===== config.mk =====
export PLATFORM = sky130hd
export DESIGN_NAME = parity_frame_ctrl
export DESIGN_NICKNAME = d
export VERILOG_FILES = /design/src/rtl/parity_frame_ctrl.sv
export SDC_FILE = /design/constraint.sdc
export NUM_CORES = 1
export LEC_CHECK = 0
export BUFFER_PORTS_ARGS = -buffer_cell sky130_fd_sc_hd__clkbuf_2
export CAP_MARGIN = 20
export CORE_MARGIN = 4
export CORE_UTILIZATION = 44
export CTS_BUF_LIST = sky130_fd_sc_hd__clkbuf_2
export CTS_CLUSTER_DIAMETER = 150
export DETAILED_ROUTE_END_ITERATION = 10
export HOLD_SLACK_MARGIN = 0.02
export PLACE_DENSITY = 0.69
export REMOVE_ABC_BUFFERS = 1
export SLEW_MARGIN = 20
export SYNTH_ARGS = -nofsm -noshare
export SYNTH_HDL_FRONTEND = slang
export SYNTH_SLANG_ARGS = --single-unit

===== constraint.sdc =====
create_clock -name clk -period 2.15 [get_ports clk]
set_clock_uncertainty 0.15 [all_clocks]
set_input_delay 0.5375 -clock clk [delete_from_list [all_inputs] [get_ports clk]]
set_output_delay 0.5375 -clock clk [all_outputs]
set_load 0.05 [all_outputs]

===== src/rtl/parity_frame_ctrl.sv =====
// Serial frame deframer: start, DATA_W data bits LSB-first, parity, stop; valid/ready output.
// Optional error counter output errCount is built when PARITY_FRAME_ERRCNT_EN is defined.
//
// state  | meaning
// -------+--------------------------------------------------------------
// IDLE   | line idle, waiting for a start bit (bitIn==0 strobe)
// DATA   | shifting in DATA_W data bits, running XOR in par
// PARITY | waiting for the parity bit
// STOP   | waiting for the stop bit
// HOLD   | frame presented on frameValid until frameReady
module parity_frame_ctrl #(
  parameter int DATA_W     = 8,
  parameter int ODD_PARITY = 0,
  parameter int TIMEOUT    = 64
) (
  input  logic              clk,
  input  logic              rst,
  input  logic              bitValid,
  input  logic              bitIn,
  output logic [DATA_W-1:0] frameData,
  output logic              frameValid,
  input  logic              frameReady,
  output logic              parityErr,
  output logic              framingErr,
  output logic              overrun,
  output logic              abortPulse
`ifdef PARITY_FRAME_ERRCNT_EN
  ,
  output logic [7:0]        errCount
`endif
);

  localparam int   CNT_W = $clog2(DATA_W + 1);
  localparam int   TMR_W = $clog2(TIMEOUT + 1);
  localparam logic ODD   = (ODD_PARITY != 0);

  typedef enum logic [2:0] {
    S_IDLE,
    S_DATA,
    S_PARITY,
    S_STOP,
    S_HOLD
  } state_t;

  state_t            state, state_nxt;
  logic [CNT_W-1:0]  cnt, cnt_nxt;
  logic              par, par_nxt;
  logic [TMR_W-1:0]  timer, timer_nxt;
  logic [DATA_W-1:0] data_nxt;
  logic              perr_nxt, ferr_nxt, fvalid_nxt, ovr_nxt, abort_nxt;
  logic              in_frame, timed_out, accept;

  assign in_frame  = (state == S_DATA) || (state == S_PARITY) || (state == S_STOP);
  assign timed_out = in_frame && (timer == '0);
  assign accept    = (state == S_HOLD) && frameValid && frameReady;

  always_comb begin
    state_nxt  = state;
    cnt_nxt    = cnt;
    par_nxt    = par;
    timer_nxt  = TMR_W'(TIMEOUT);
    data_nxt   = frameData;
    perr_nxt   = parityErr;
    ferr_nxt   = framingErr;
    fvalid_nxt = frameValid;
    ovr_nxt    = overrun;
    abort_nxt  = 1'b0;

    if (timed_out) begin
      // a strobe landing in the timeout cycle is deliberately ignored
      state_nxt = S_IDLE;
      abort_nxt = 1'b1;
    end else if (in_frame && !bitValid) begin
      timer_nxt = timer - 1'b1;
    end else begin
      case (state)
        S_IDLE: begin
          if (bitValid && !bitIn) begin
            state_nxt = S_DATA;
            cnt_nxt   = '0;
            par_nxt   = 1'b0;
          end
        end
        S_DATA: begin
          for (int i = 0; i < DATA_W; i++) begin
            if (cnt == CNT_W'(i)) data_nxt[i] = bitIn;
          end
          par_nxt = par ^ bitIn;
          cnt_nxt = cnt + 1'b1;
          if (cnt == CNT_W'(DATA_W - 1)) state_nxt = S_PARITY;
        end
        S_PARITY: begin
          // par now carries the pending parity error; it is only published
          // with the stop bit so an aborted frame never disturbs the flags
          par_nxt   = ((par ^ bitIn) != ODD);
          state_nxt = S_STOP;
        end
        S_STOP: begin
          perr_nxt   = par;
          ferr_nxt   = ~bitIn;
          fvalid_nxt = 1'b1;
          state_nxt  = S_HOLD;
        end
        S_HOLD: begin
          if (bitValid && !bitIn) ovr_nxt = 1'b1;
          if (accept) begin
            fvalid_nxt = 1'b0;
            perr_nxt   = 1'b0;
            ferr_nxt   = 1'b0;
            state_nxt  = S_IDLE;
          end
        end
        default: state_nxt = S_IDLE;
      endcase
    end
  end

  always_ff @(posedge clk) begin
    if (rst) begin
      state      <= S_IDLE;
      cnt        <= '0;
      par        <= 1'b0;
      timer      <= '0;
      frameData  <= '0;
      parityErr  <= 1'b0;
      framingErr <= 1'b0;
      frameValid <= 1'b0;
      overrun    <= 1'b0;
      abortPulse <= 1'b0;
    end else begin
      state      <= state_nxt;
      cnt        <= cnt_nxt;
      par        <= par_nxt;
      timer      <= timer_nxt;
      frameData  <= data_nxt;
      parityErr  <= perr_nxt;
      framingErr <= ferr_nxt;
      frameValid <= fvalid_nxt;
      overrun    <= ovr_nxt;
      abortPulse <= abort_nxt;
    end
  end

`ifdef PARITY_FRAME_ERRCNT_EN
  logic [7:0] err_cnt;

  always_ff @(posedge clk) begin
    if (rst) begin
      err_cnt <= '0;
    end else if (accept && (parityErr || framingErr) && (err_cnt != 8'hFF)) begin
      err_cnt <= err_cnt + 8'd1;
    end
  end

  assign errCount = err_cnt;
`endif

endmodule


==> results of run 1 <==
==> through the flow <==
step	hold slack (ns)	worst slack [ns]	util, %	power (W)
after floorplan	0.263	0.164	-	0.000607
after global routing	0.242	-0.00673	53.7	0.00101
after CTS	0.265	0.0361	53.1	0.000971
after global placement	0.275	0.0738	51.1	0.000644
final	0.273	0.0636	53.7	0.000967
after detailed placement	0.290	-0.0132	51.1	0.000647
==> worst max path at each step <==
stage             start        to  slack, ns  cells past startpoint
3_3_place_gp   timer[0]  timer[3]       0.07                      6
2_1_floorplan  timer[0]       par       0.16                      6
3_5_place_dp   timer[0]  timer[3]      -0.01                      6
5_1_grt        timer[1]       par     -0.007                      6
4_1_cts        timer[0]       par       0.04                      6
6_report       timer[0]       par       0.06                      6
==> registers in the layout, indices dropped and copies added (netlist names) <==
register,flops
frameData,8
timer,7
cnt,4
state,3
abortPulse,1
frameValid,1
framingErr,1
overrun,1
par,1
parityErr,1
==> worst max-delay path, delay by kind of cell (launching register included) <==
family                     cells  cell delay (ns)
adders and majority gates      1             0.18
and+or+nand+nor                2             0.92
AOI/OAI and AO/OA              2             0.36
DFF                            1             0.39
buffers and inverters          1             0.05
==> cell usage in the layout, fill, tap and decap left out, types with 3 or more instances in the layout <==
cell type,count
nand4_1,3
ha_1,4
nor2b_1,4
clkbuf_2,20
mux2i_1,4
or3_1,8
nor2_1,11
nand3_1,3
inv_1,9
nand2b_1,11
nor3_1,6
dfxtp_1,26
a21oi_1,13
buf_4,7
nand2_1,9
o21ai_0,10
==> layout make-up <==
type,instances,area [µm²]
timing repair buffer,24,138
clock buffer,3,15.0
multi-input combinational,119,791
tap,44,55.1
inverter,9,33.8
clock inverter,1,30.0
sequential,28,563
fill,289,1400
==> cell families after synthesis <==
logic type / after synthesis / synth area share (%)
flip-flops: 28 / 40.3
AND/OR/NAND/NOR: 67 / 27.3
adder cells (fa/ha/maj): 5 / 4.50
multiplexers: 4 / 2.88
AO/OA/AOI/OAI: 40 / 18.6
XOR/XNOR: 3 / 1.89
buffers and inverters: 16 / 4.50
==> metal layers <==
metal	wire length (µm)	up-vias	part of all wire, %
met3	120	2	3.9
met2	1520	25	50
met4	16	0	0.52
met1	1400	578	46
met5	0	-	0
li1	-	631	-
==> power breakdown <==
group | internal (W) | switching, W
Sequential | 0.000528 | 0.00000799
Combinational | 0.0000419 | 0.0000684
Clock | 0.000160 | 0.000161
==> what timing repair did <==
action / CTS / global route
buffers inserted: 0 / 1
setup endpoints to repair: 8 / 10
pin swaps: 1 / 1
resized for setup: 2 / 4
==> run metrics, run 1 <==
outcome finished clean; port bufs 17; worst slew pin tran 0.447 ns; Hold Violations, Final 0; die area 0.00412 mm²; gr ovfl total 0; crit path max fanout 8; Syn Area/Cell 8.53 µm²; most frequent cell after synthesis dfxtp_1; Routed Antenna Nets 0; area post-placement 0.00155 mm²; H-tree levels 1; first-pass GRT wire length 5330 µm; max_cap viols 0; Cell Pwr Density between 500 and 600 mW/mm²; post-route cell area approximately 0.0016 mm²; Core Area 0.00303 mm²; detailed-route wire length per cell 13.4 µm; DP HPWL about 2300 µm; fmax 479 MHz; Hold Crit Depth 2; Critical Path Max Stage Delay roughly 0.52 ns; GP Congestion 0.836; GRT met1 Usage 20.0%; Tot GR Track Use 15.8%; Arr. time, crit path 2.28 ns; Slew headroom 70.1%; antenna violations before repair 0; grt peak-use layer met2; Syn Inst Count 163; initial DRC count 47; DR vias 1236; met3 usage around 4%; effective utilization at floorplan 45.9%; Yosys reg bits 28; leakage 0.635 nW; slowest stage cell, crit path or4b_4; minimum clock period 2.09 ns; predominant post-synthesis flop cell dfxtp_1; most instantiated cells after synthesis dfxtp_1 (28), a21oi_1 (13), nand2b_1 (11), nor2_1 (11), o21ai_0 (10); Yosys top cell area share 40.3%; antenna cells 0; Ys Warns 0; clk slew on worst S/H paths roughly 0.27 ns; root buf cell clkbuf_2; final wirelength 3060 µm; EDFF count, synth 0; flop-to-flop setup slack approximately 0.064 ns; worst hold-check path type primary input to register; # setup viols final 0; Worst R2R Path Depth 6; startpoint types register; Cell Chain, Critical Path inv_1 -> ha_2 -> or4b_4 -> or3_4 -> a41o_1 -> o21ai_2; Die Wd 64.2 µm; fin crit share 97.0%; insertion delay to the later sink of the worst-skew pair ~0.38 ns; critical setup path kind register to register; peak supply drop roughly 0.0005 V; vias in the first global route 1156; CP endpoint kind register; Max Slew Vio Count 0; worst hold start bitIn; post-synthesis cell area 0.00139 mm²; DRC Markers 0; row count 20; setup TNS 0 ns; Yosys top cell by area dfxtp_1; largest net degree at the start of global routing 17; CTS hold repair buffers 0; maximum clock path buffer count 2; synth top area cells dfxtp_1 (40%), nand2b_1 (5.0%), a21oi_1 (4.7%); 1st-pass router iterations 4; DR vias/cell 5.42; CTS tree built; Die H roughly 64 µm; Top Ports 18; Hold Path End framingErr; ys async rst share 0%; nets@finish 195; GR Util met2 between 20% and 30%; Layout Area Growth over Synthesis 16.9%; Critical R2R Launch timer[0]; clock tree sinks 28; layout cell share with drive strength beyond 1 20.1%; TritonCTS Buffers 3; placed cells 223; fin cells 228; worst path required time around 2.4 ns; synth unique cells 37; Critical R2R Capture par; share of synthesized area occupied by flip-flops and latches between 40% and 50%
(Power assumes the default switching activity.)
==> inputs of run 2 (changes only) <==
--- a/config.mk
+++ b/config.mk
@@ -13,7 +13,7 @@
 export CTS_CLUSTER_DIAMETER = 150
 export DETAILED_ROUTE_END_ITERATION = 10
 export HOLD_SLACK_MARGIN = 0.02
-export PLACE_DENSITY = 0.69
+export PLACE_DENSITY = 0.72
 export REMOVE_ABC_BUFFERS = 1
 export SLEW_MARGIN = 20
 export SYNTH_ARGS = -nofsm -noshare
==> constraint.sdc (replaced) <==
create_clock -name clk -period 1.7 [get_ports clk]
set_clock_uncertainty 0.15 [all_clocks]
set_input_delay 0.425 -clock clk [delete_from_list [all_inputs] [get_ports clk]]
set_output_delay 0.425 -clock clk [all_outputs]
set_load 0.05 [all_outputs]
==> run metrics, run 2 (same netlist as run 1, synthesis figures left out) <==
outcome finished with violations; failing checks setup timing; antenna violations before repair 0 (unchanged); final wirelength 3380 µm (+11%); max_cap viols 0 (unchanged); Slew headroom 74.7% (+4.6 points); maximum clock path buffer count 2 (unchanged); Die H 64.2 µm (unchanged); max FFs per register 8 (unchanged); most frequent cells in the layout dfxtp_1 (25), buf_4 (20), clkbuf_2 (18); Cell Chain, Critical Path inv_2 -> ha_4 -> or4b_4 -> or3_4 -> buf_4 -> o21ai_2 -> a2111oi_1; Arr. time, crit path 2.10 ns (-0.18 ns); leakage 0.740 nW (+17%); layout cell share with drive strength beyond 1 36.0% (+16 points); H-tree levels 1 (unchanged); Top Ports 18 (unchanged); Hold Crit Depth 2 (unchanged); FILL cells 277 (-4.2%); most common cell after layout, fill and taps aside dfxtp_1; GP Congestion 0.847 (+1.3%); DRC Markers 0 (unchanged); fin cells 244 (+7.0%); slack of the critical path -0.286 ns (-0.350 ns); Tot GR Track Use 17.5% (+1.7 points); fin crit share 117% (+20 points); Critical Path Max Stage Delay 0.47 ns (-0.05 ns); vias in the first global route 1339 (+16%); worst path required time 1.82 ns (-0.53 ns); effective utilization at floorplan 45.9% (unchanged); setup TNS -5.71 ns (-5.71 ns); minimum clock period 1.99 ns (-0.100 ns); # setup viols final 24 (+24); Core Area 0.00303 mm² (unchanged); worst hold-check path type primary input to register; CP endpoint kind register; Worst R2R Path Depth 7 (+1); pre-CTS setup slack -0.355 ns (-0.342 ns); DP HPWL 2480 µm (+9.2%); first-pass GRT wire length 5910 µm (+11%); clk slew on worst S/H paths 0.24 ns (-0.03 ns); DR vias 1341 (+8.5%); root buf cell clkbuf_2; CTS hold repair buffers 0 (unchanged); detailed-route wire length per cell 13.9 µm (+3.3%); antenna cells 0 (unchanged); worst slew pin tran 0.379 ns (-0.0683 ns); peak supply drop 0.000450 V (-9.9%); critical setup path kind register to register; port bufs 17 (unchanged); fmax 503 MHz (+5.0%); crit path max fanout 7 (-1); nets@finish 212 (+8.7%); Die Wd 64.2 µm (unchanged); largest net degree at the start of global routing 16 (-1); initial DRC count 47 (unchanged); final core utilization 60.6% (+6.9 points); TritonCTS Buffers 3 (unchanged); row count 20 (unchanged); 1st-pass router iterations 4 (unchanged); register name with the most flops frameData; die area 0.00412 mm² (unchanged); placed cells 236 (+5.8%); insertion delay to the later sink of the worst-skew pair 0.35 ns (-0.03 ns); gr ovfl total 0 (unchanged); Tot Pwr 0.00111 W (+15%); startpoint types register; Layout Area Growth over Synthesis 32.0%; biggest regs frameData x8, timer x7, cnt x4; slowest stage cell, crit path or4b_4; Routed Antenna Nets 0 (unchanged); Cell Pwr Density 606 mW/mm² (+1.8%); RSZ-0062 raised after global routing true; clock tree sinks 28 (unchanged); DR vias/cell 5.50 (+1.4%); Max Slew Vio Count 0 (unchanged); CTS tree built; Hold Violations, Final 0 (unchanged)
## run 2: final timing paths
check,from,slack [ns],end
worst min register to register,frameData[2],0.33,frameData[2]
worst min-delay path,rst,0.21,state[2]
worst max register to register,timer[0],-0.29,state[0]
worst max-delay path,timer[0],-0.29,state[0]
## run 2: metal layers
| metal | part of all wire [%] | wire length [µm] | global-route usage, % |
|---|---|---|---|
| met5 | 0 | 0 | 0 |
| met4 | 1.1 | 38 | 4.49 |
| met3 | 5.1 | 171 | 4.75 |
| met2 | 52 | 1770 | 30.8 |
| met1 | 41 | 1400 | 20.8 |
## run 2: per-stage QoR
stage / hold slack [ns] / area, µm²
6_report: 0.208 / 1840
5_1_grt: 0.179 / 1840
4_1_cts: 0.188 / 1750
3_5_place_dp: 0.313 / 1640
3_3_place_gp: 0.310 / 1640
2_1_floorplan: 0.263 / 1360
## run 2: worst max-delay path: cells and delay by family (launching register included)
kind | cells | cell delay, ns
DFF | 1 | 0.38
and+or+nand+nor | 2 | 0.86
buffers and inverters | 2 | 0.23
adders and majority gates | 1 | 0.13
AOI/OAI and AO/OA | 2 | 0.15
## run 2: repair_timing
item | in CTS | in global routing
pin swaps | 16 | 5
gates resized for setup | 25 | 18
buffers inserted | 2 | 3
endpoints found under the setup margin | 25 | 28
## run 2: cell type report
type,count,area [µm²],area share [%]
clock buffers,3,15.0,0.818
inverters,9,33.8,1.84
multi-input cells,119,885,48.2
flip-flops and latches,28,564,30.7
well taps,44,55.1,3.00
repair buffers,41,283,15.4
## run 2: power by group
part / leakage, nW / internal [W] / switching (W)
sequential: 0.228 / 0.000667 / 0.00000952
clock: 0.0125 / 0.0000479 / 0.000183
combinational: 0.499 / 0.0000947 / 0.000109
==> inputs of run 3 (changes only) <==
--- a/config.mk
+++ b/config.mk
@@ -5,6 +5,7 @@
 export SDC_FILE = /design/constraint.sdc
 export NUM_CORES = 1
 export LEC_CHECK = 0
+export ABC_AREA = 1
 export BUFFER_PORTS_ARGS = -buffer_cell sky130_fd_sc_hd__clkbuf_2
 export CAP_MARGIN = 20
 export CORE_MARGIN = 4
@@ -13,7 +14,7 @@
 export CTS_CLUSTER_DIAMETER = 150
 export DETAILED_ROUTE_END_ITERATION = 10
 export HOLD_SLACK_MARGIN = 0.02
-export PLACE_DENSITY = 0.72
+export PLACE_DENSITY = 0.69
 export REMOVE_ABC_BUFFERS = 1
 export SLEW_MARGIN = 20
 export SYNTH_ARGS = -nofsm -noshare
==> constraint.sdc (replaced) <==
create_clock -name clk -period 1.9 [get_ports clk]
set_clock_uncertainty 0.15 [all_clocks]
set_input_delay 0.475 -clock clk [delete_from_list [all_inputs] [get_ports clk]]
set_output_delay 0.475 -clock clk [all_outputs]
set_load 0.05 [all_outputs]
==> run metrics, run 3 <==
TritonCTS Buffers 3 (unchanged); Syn Area/Cell 6.81 µm² (-20%); clock network power share 17.8% (-3.0 points); setup TNS 0 ns (+5.71 ns); startpoint types register; max FFs per register 8 (unchanged); first-pass GRT wire length 5510 µm (-6.9%); post-CTS setup buffers 0 (-2); internal power 0.000783 W (-3.4%); Yosys reg bits 28 (unchanged); Tot GR Track Use 15.1% (-2.4 points); minimum clock period 1.75 ns (-0.233 ns); clk slew on worst S/H paths 0.27 ns (+0.03 ns); most common cell after layout, fill and taps aside nand2_1; worst slew pin tran 0.325 ns (-0.0537 ns); post_cts resized 0 (-100%); GP Congestion 0.780 (-8.0%); Critical R2R Capture frameData[5]; detailed-route wire length per cell 10.4 µm (-25%); met3 usage 1.97% (-2.8 points); most instantiated cells after synthesis nand2_1 (60), nor2_1 (44), inv_1 (30); ys async rst share 0% (unchanged); Critical R2R Launch timer[0]; DRC Markers 0 (unchanged); largest net degree at the start of global routing 23 (+7); leakage 0.860 nW (+16%); 1st-pass router iterations 4 (unchanged); Core Area 0.00344 mm² (+14%); nets@finish 266 (+25%); outcome finished clean; post-route cell area 0.00174 mm² (-5.0%); port bufs 17 (unchanged); peak supply drop 0.000377 V (-16%); Comb power frac 29.2% (+11 points); final wirelength 3140 µm (-7.3%); root buf cell clkbuf_2; GRT met1 Usage 20.8% (-0.024 points); most frequent cell after synthesis nand2_1; max_cap viols 0 (unchanged); H-tree levels 1 (unchanged); vias in the first global route 1307 (-2.4%); crit path max fanout 11 (+4); FILL cells 365 (+32%); Flop pwr share 53.0% (-7.9 points); initial DRC count 51 (+8.5%); EDFF count, synth 0 (unchanged); maximum clock path buffer count 2 (unchanged); post-synthesis cell area 0.00161 mm² (+16%); Layout Area Growth over Synthesis 8.49%; critical setup path kind register to register; Routed Antenna Nets 0 (unchanged); DR vias/cell 4.72 (-14%); Syn Inst Count 236 (+45%); worst setup path end frameData[5]; die area 0.00468 mm² (+14%); DR vias 1422 (+6.0%); fin crit share 92.3% (-25 points); antenna violations before repair 0 (unchanged); Yosys top cell area share 34.9% (-5.4 points); layout cell share with drive strength beyond 1 19.6% (-16 points); RSZ-0062 raised after global routing false; Arr. time, crit path 1.91 ns (-0.19 ns); effective utilization at floorplan 46.7% (+0.76 points); Cell Pwr Density 715 mW/mm² (+18%); share of synthesized area occupied by flip-flops and latches 34.9% (-5.4 points); Max Slew Vio Count 0 (unchanged); clock tree sinks 28 (unchanged); Top Ports 18 (unchanged); CP endpoint kind register; GR Util met2 24.3% (-6.5 points); footprint of the multi-input gates 875 µm² (-1.1%); fmax 570 MHz (+13%); predominant post-synthesis flop cell dfxtp_1; Die Wd 68.4 µm (+6.6%); CTS hold repair buffers 0 (unchanged); register name with the most flops frameData; insertion delay to the later sink of the worst-skew pair 0.36 ns (about the same); Slew headroom 78.3% (+3.6 points); DP HPWL 2310 µm (-6.9%); register area 561 µm² (-0.67%); sw frac 37.2% (+10 points); Worst Setup SP timer[0]; # setup viols final 0 (-100%); Ys Warns 0 (unchanged); most frequent cells in the layout nand2_1 (60), nor2_1 (44), inv_1 (30); Hold Violations, Final 0 (unchanged); area post-placement 0.00171 mm² (+4.3%); P_sw 0.000463 W (+53%); Yosys top cell by area dfxtp_1; flop-to-flop setup slack 0.15 ns (+0.43 ns); row count 21 (+5.0%); Tot Pwr 0.00125 W (+12%); Worst R2R Path Depth 9 (+2); synth unique cells 24 (-35%); synth top area cells dfxtp_1 (35%), nand2_1 (14%), nor2_1 (10%); biggest regs frameData x8, timer x7, cnt x4; grt peak-use layer met2; worst path required time 2.06 ns (+0.24 ns); CTS tree built; Die H 68.4 µm (+6.6%); worst hold-check path type primary input to register; antenna cells 0 (unchanged); gr ovfl total 0 (unchanged)
[run 3: through the flow]
stage                     hold slack [ns]  worst slack [ns]  cells  utilization (%)
final                               0.179             0.147    301             50.6
after global routing                0.164            0.0181    301             50.6
after CTS                           0.162             0.141    300             50.3
after detailed placement            0.251             0.133    296             49.8
after global placement              0.250             0.201    296             49.8
after floorplan                     0.243             0.329    230                -
[run 3: area by class of cell]
type                       count  area share [%]
multi-input combinational    170            50.2
clock buffer                   3           0.861
clock inverter                 1           0.215
timing repair buffer          20            6.17
inverter                      33            7.11
tap                           46            3.30
sequential                    28            32.2
[run 3: routing by layer]
metal	share of wire, %	wire, µm	up-vias
met5	0	0	-
met4	1.1	34	0
met3	2.4	74	4
met2	45	1410	14
met1	51	1620	632
li1	-	-	772
[run 3: worst max-delay path: stages (launching register included)]
cell     delay (ns)
dfxtp_1        0.37
inv_1          0.07
ha_1           0.19
nand2_1        0.09
nor2_2         0.25
nand3_2        0.29
nand3_1        0.17
nand2_1        0.06
nand2_1        0.05
nor2_1         0.04
[run 3: kinds of logic (layout without fill, tap and decap cells)]
logic type               Yosys count  after routing  synth area share [%]
flip-flops                        28             28                  34.9
XOR/XNOR                           2              2                  1.09
buffers and inverters             39             57                  11.3
adder cells (fa/ha/maj)            5              5                  3.89
AND/OR/NAND/NOR                  146            147                  43.3
AO/OA/AOI/OAI                     16             16                  5.53
[run 3: power groups by stage]
stage / Clock [W] / Combinational [W] / Sequential (W)
6_report: 0.000221 / 0.000364 / 0.000660
5_1_grt: 0.000250 / 0.000415 / 0.000666
4_1_cts: 0.000233 / 0.000357 / 0.000660
3_5_place_dp: 0 / 0.000356 / 0.000670
3_3_place_gp: 0 / 0.000351 / 0.000669
2_1_floorplan: 0 / 0.000249 / 0.000692
[run 3: worst min path at each step]
stage,start,end,slack [ns],cells after the start
3_5_place_dp,timer[0],timer[0],0.25,1
5_1_grt,rst,cnt[2],0.16,2
4_1_cts,rst,cnt[2],0.16,2
6_report,rst,cnt[2],0.18,2
3_3_place_gp,timer[0],timer[0],0.25,1
2_1_floorplan,timer[0],timer[0],0.24,1
